$ cat src/rtl/tt_seq_mult_pkg.sv
// Shared types and constants for the sequential shift-add multiplier.
// Signed support is compiled in with TT_SEQ_MULT_SIGNED_EN.
package tt_seq_mult_pkg;

    typedef enum logic [1:0] {
        IDLE = 2'd0,
        RUN  = 2'd1,
        DONE = 2'd2
    } state_t;

    localparam int WIDTH_MIN = 2;
    localparam int WIDTH_MAX = 32;

    function automatic int cnt_width(input int w);
        return (w > 2) ? $clog2(w) : 1;
    endfunction

endpackage

$ cat src/rtl/tt_seq_mult_dp.sv
// Multiplier datapath: accumulator, operand shifters and iteration counter.
// Signed support is compiled in with TT_SEQ_MULT_SIGNED_EN.
module tt_seq_mult_dp
    import tt_seq_mult_pkg::*;
#(
    parameter int WIDTH = 8
) (
    input  logic               clk,
    input  logic               rst,
    input  logic               load_i,
    input  logic               step_i,
`ifdef TT_SEQ_MULT_SIGNED_EN
    input  logic               signed_i,
`endif
    input  logic [WIDTH-1:0]   a_i,
    input  logic [WIDTH-1:0]   b_i,
    output logic               last_o,
    output logic [2*WIDTH-1:0] product_o
);

    localparam int CW = cnt_width(WIDTH);
    localparam int PW = 2 * WIDTH;

    logic [PW-1:0]    acc_q, mcand_q, prod_q;
    logic [WIDTH-1:0] mplier_q;
    logic [CW-1:0]    cnt_q;
    logic [PW-1:0]    sum, res;
    logic [WIDTH-1:0] a_mag, b_mag;
    logic             neg;

`ifdef TT_SEQ_MULT_SIGNED_EN
    logic neg_q, neg_d;

    // Multiply magnitudes; the sign is reapplied when the result is stored.
    always_comb begin
        a_mag = (signed_i && a_i[WIDTH-1]) ? -a_i : a_i;
        b_mag = (signed_i && b_i[WIDTH-1]) ? -b_i : b_i;
        neg_d = signed_i && (a_i[WIDTH-1] ^ b_i[WIDTH-1]);
    end

    always_ff @(posedge clk or posedge rst) begin
        if (rst) begin
            neg_q <= 1'b0;
        end else if (load_i) begin
            neg_q <= neg_d;
        end
    end

    assign neg = neg_q;
`else
    assign a_mag = a_i;
    assign b_mag = b_i;
    assign neg   = 1'b0;
`endif

    always_comb begin
        sum    = acc_q + (mplier_q[0] ? mcand_q : '0);
        res    = neg ? -sum : sum;
        last_o = step_i && (cnt_q == CW'(WIDTH - 1));
    end

    always_ff @(posedge clk or posedge rst) begin
        if (rst) begin
            acc_q    <= '0;
            mcand_q  <= '0;
            mplier_q <= '0;
            cnt_q    <= '0;
            prod_q   <= '0;
        end else if (load_i) begin
            acc_q    <= '0;
            mcand_q  <= {{WIDTH{1'b0}}, a_mag};
            mplier_q <= b_mag;
            cnt_q    <= '0;
        end else if (step_i) begin
            acc_q    <= sum;
            mcand_q  <= mcand_q << 1;
            mplier_q <= mplier_q >> 1;
            cnt_q    <= cnt_q + CW'(1);
            if (last_o) begin
                prod_q <= res;
            end
        end
    end

    assign product_o = prod_q;

endmodule

$ cat src/rtl/tt_um_seq_mult.sv
// Sequential multiplier top: IDLE/RUN/DONE control and valid/ready handshake.
// Signed support is compiled in with TT_SEQ_MULT_SIGNED_EN.
module tt_um_seq_mult
    import tt_seq_mult_pkg::*;
#(
    parameter int WIDTH = 8
) (
    input  logic               clk,
    input  logic               rst,
`ifdef TT_SEQ_MULT_SIGNED_EN
    input  logic               is_signed,
`endif
    input  logic               in_valid,
    output logic               in_ready,
    input  logic [WIDTH-1:0]   a,
    input  logic [WIDTH-1:0]   b,
    output logic               out_valid,
    input  logic               out_ready,
    output logic [2*WIDTH-1:0] product,
    output logic               busy
);

    if (WIDTH < WIDTH_MIN || WIDTH > WIDTH_MAX) begin : g_bad_width
        $error("tt_um_seq_mult: WIDTH out of range");
    end

    state_t state_q, state_d;
    logic   load, step, last;

    always_ff @(posedge clk or posedge rst) begin
        if (rst) begin
            state_q <= IDLE;
        end else begin
            state_q <= state_d;
        end
    end

    always_comb begin
        state_d = state_q;
        load    = 1'b0;
        step    = 1'b0;
        unique case (state_q)
            IDLE: begin
                if (in_valid) begin
                    load    = 1'b1;
                    state_d = RUN;
                end
            end
            RUN: begin
                step = 1'b1;
                if (last) begin
                    state_d = DONE;
                end
            end
            DONE: begin
                if (out_ready) begin
                    state_d = IDLE;
                end
            end
            default: state_d = IDLE;
        endcase
    end

    assign in_ready  = (state_q == IDLE) && !rst;
    assign busy      = (state_q == RUN);
    assign out_valid = (state_q == DONE);

    tt_seq_mult_dp #(
        .WIDTH(WIDTH)
    ) u_dp (
        .clk      (clk),
        .rst      (rst),
        .load_i   (load),
        .step_i   (step),
`ifdef TT_SEQ_MULT_SIGNED_EN
        .signed_i (is_signed),
`endif
        .a_i      (a),
        .b_i      (b),
        .last_o   (last),
        .product_o(product)
    );

endmodule

$ cat config.mk
export PLATFORM = sky130hd
export DESIGN_NAME = tt_um_seq_mult
export DESIGN_NICKNAME = d
export VERILOG_FILES = /design/src/rtl/tt_seq_mult_pkg.sv /design/src/rtl/tt_seq_mult_dp.sv /design/src/rtl/tt_um_seq_mult.sv
export SDC_FILE = /design/constraint.sdc
export NUM_CORES = 1
export LEC_CHECK = 0
export CORE_MARGIN = 10
export CORE_UTILIZATION = 45
export DETAILED_ROUTE_END_ITERATION = 12
export PLACE_DENSITY = 0.78
export SYNTH_ARGS = -nofsm -noshare
export SYNTH_HDL_FRONTEND = slang
export SYNTH_HIERARCHICAL = 1
export SYNTH_SLANG_ARGS = --single-unit
$ cat constraint.sdc
create_clock -name clk -period 2.3 [get_ports clk]
set_input_delay 0.345 -clock clk [delete_from_list [all_inputs] [get_ports clk]]
set_output_delay 0.345 -clock clk [all_outputs]
set_load 0.02 [all_outputs]
==> out/metrics.yaml <==
cp_slowest_cell: "dfrtp_2"
first_iter_violations: 124
crit_family: "simple AND/OR/NAND/NOR gates"
avgSynthCellArea_um2: 9.78
fmax_mhz: 415
grt_max_degree: 60
cts_tree: "yes"
synth_flop_cell: "dfrtp_1"
ctsHoldBuffers: 0
synth_area_leaders: "dfrtp_1, mux2i_1, ha_1"
fin_skew_ns: 0.00817
crit_chain: "and2_4 > ha_4 > fa_2 > a21oi_2 > nand4b_1 > buf_4 > buf_4 > buf_6 > nand2_4 > xnor2_2 > mux2i_1 > nor2b_1"
p_per_area_nw_per_um2: 1260
hpwl_um: 5980
layout_setup_ws_ns: -0.112
crit_fanout: 6
crit_arrival_ns: 2.66
start_util_pct: 46.5
grt_pass1_vias: 2979
grt_overflow_total: 0
critPathKind: "reg2reg"
die_width_um: 107
reg2reg_from: "u_dp/mplier_q[0]"
violations: "setup timing"
peakVddDrop_uv: 576
p_comb_share_pct: 54.7
htree_levels: 3
place_ws_ns: -0.194
drive_gt1_share_pct: 25.8
antenna_found_initial: 0
num-fill-cells: 590
max_stage_delay_ns: 0.45
ant_nets: 0
synth_seq_area_share_pct: 45.0
drcViolationCount: 0
syn-instance-count: 347
yosysTopAreaCellShare_pct: 45.0
fin_cells: 533
fin_nets: 467
synth_cell_types: 47
cts_inserted_buffers: 9
grtUsageTotal_pct: 15.7
final_hold_viol_count: 0
power_switching_w: 0.00240
critPathRequiredTime_ns: 2.55
crit_path_end_kind: "flop"
clockRootBuffer: "clkbuf_8"
avgViaCountPerCell: 5.43
area_delta_synth_final_pct: 38.8
critPathBufInv: 3
power_leakage_nw: 2.17
place.gp.congestion: 0.879
p_seq_share_pct: 31.5
p_total_w: 0.00595
row_count: 31
internal-power_w: 0.00354
critPathLaunchType: "flop"
rsz0062_at_grt: "yes"
ys_warn_count: 6
final_common_cell: "dfrtp_1"
holdCritPathClass: "in2async"
core_um2: 7290
dp.cells: 507
cpMostUsedCell: "buf_4"
routed_wl_um: 9020
finalSetupViolations: 7
synth.largest_area_cell: "dfrtp_1"
cts_sinks: 61
die_h_um: 107
period_minus_slack_ns: 2.41
drt_first_pass_iters: 4
synth_seq_cells: 61
slew_headroom_pct: 64.4
drv_slew: 0
status: "finished with violations"
num_vias: 2895
syn_area_um2: 3390
clock_power_share_pct: 13.8
wire_per_inst_um: 16.9
synth_edf_count: 0
clk_pin_slew_worst_paths_ns: 0.07
r2r_slack_ns: -0.11
p_sw_share_pct: 40.4
clockBufferDepth: 2
critical_path.startpoint: "u_dp/mplier_q[0]"
port-buffer-count: 38
io_pins: 39
grt_first_pass_wirelength_um: 14500
drv_cap: 0
die_area_um2: 11400
fin_crit_sh_pct: 105
antennaDiodeCount: 0
tightest_slew_ns: 0.531
async_flop_share_pct: 100
synth_fp_nets: 385
insertion_delay_ns: 0.36
layout_common_cells: "dfrtp_1, buf_4, nand2_1"
==> cell usage after synthesis (3+ instances only) <==
master	instances
nor2b_1	8
o21a_1	6
ha_1	17
dfrtp_1	61
xnor2_1	5
o21ai_1	4
mux2_2	4
mux2i_1	31
nor2_1	26
inv_1	8
o21ai_0	35
nand2b_1	7
a21oi_1	11
and2_1	16
xor2_1	8
nor3_1	3
clkbuf_1	14
a211oi_1	5
nand2_1	42
==> worst register-to-register path, cell delays in order, from the launching register on <==
cell and delay [ns]:
dfrtp_2 0.45, and2_4 0.16, ha_4 0.16, fa_2 0.37
a21oi_2 0.17, nand4b_1 0.20, buf_4 0.16, buf_4 0.11
buf_6 0.09, nand2_4 0.05, xnor2_2 0.17, mux2i_1 0.10
nor2b_1 0.13
==> power by group through the flow <==
stage | sequential (W) | combinational [W] | clock (W)
after detailed placement | 0.00185 | 0.00283 | 0
final | 0.00187 | 0.00325 | 0.000819
after CTS | 0.00186 | 0.00305 | 0.000837
after global placement | 0.00182 | 0.00273 | 0
after floorplan | 0.00189 | 0.00164 | 0
after global routing | 0.00193 | 0.00352 | 0.000892
==> what timing repair did <==
action | 4_1_cts | 5_1_grt
gates cloned | 0 | 0
endpoints found under the setup margin | 16 | 20
gates resized for setup | 31 | 20
pin swaps | 13 | 20
setup buffers | 7 | 3
==> final timing paths <==
check | to | cells after the start
setup / recovery | u_dp/acc_q[6] | 12
hold / removal | state_q[1] | 2
setup reg to reg | u_dp/acc_q[6] | 12
hold reg to reg | u_dp/product_o[11] | 2
max in group asynchronous | u_dp/mplier_q[0] | 3
min in group clk | u_dp/product_o[11] | 2
==> registers in the layout, summed over array words and instances, names as in the netlist <==
| name | cells |
|---|---|
| u_dp/mplier_q | 8 |
| u_dp/acc_q | 16 |
| u_dp/mcand_q | 16 |
| u_dp/cnt_q | 3 |
| u_dp/product_o | 16 |
| state_q | 2 |
==> final cells by class <==
class                   count  area, um2  share of cell area [%]
clock buffers               9        124                    2.63
clock inverters             7       42.5                   0.904
inverters                   8       30.0                   0.638
multi-input cells         261       2060                    43.7
flip-flops and latches     61       1530                    32.4
well taps                  99        124                    2.63
repair buffers             88        805                    17.1
==> per-stage QoR <==
stage,TNS (ns),utilization (%),hold slack (ns),area [um2]
6_report,-0.443,64.6,0.237,4710
5_1_grt,-1.75,64.6,0.234,4710
4_1_cts,-0.160,62.7,0.231,4570
3_5_place_dp,-1.31,57.4,0.470,4180
3_3_place_gp,-0.175,57.4,0.462,4180
2_1_floorplan,-0.0725,-,0.0862,3400
==> metal layers <==
layer	share of wire (%)	GRT usage (%)	up-vias	wire, um
met2	51	27.2	89	4590
met3	5.7	4.61	28	513
met1	41	17.0	1407	3660
met5	0	0	-	0
met4	2.9	8.03	0	263
li1	-	-	1371	-
==> cells by family after synthesis <==
family                   Yosys count  share of synthesized area [%]
AO/OA/AOI/OAI                     79                           14.3
buffers and inverters             25                           2.88
multiplexers                      36                           10.8
flip-flops                        61                           45.0
AND/OR/NAND/NOR                  114                           16.2
XOR/XNOR                          14                           4.02
adder cells (fa/ha/maj)           18                           6.86
Power figures use the tool's default switching activity.
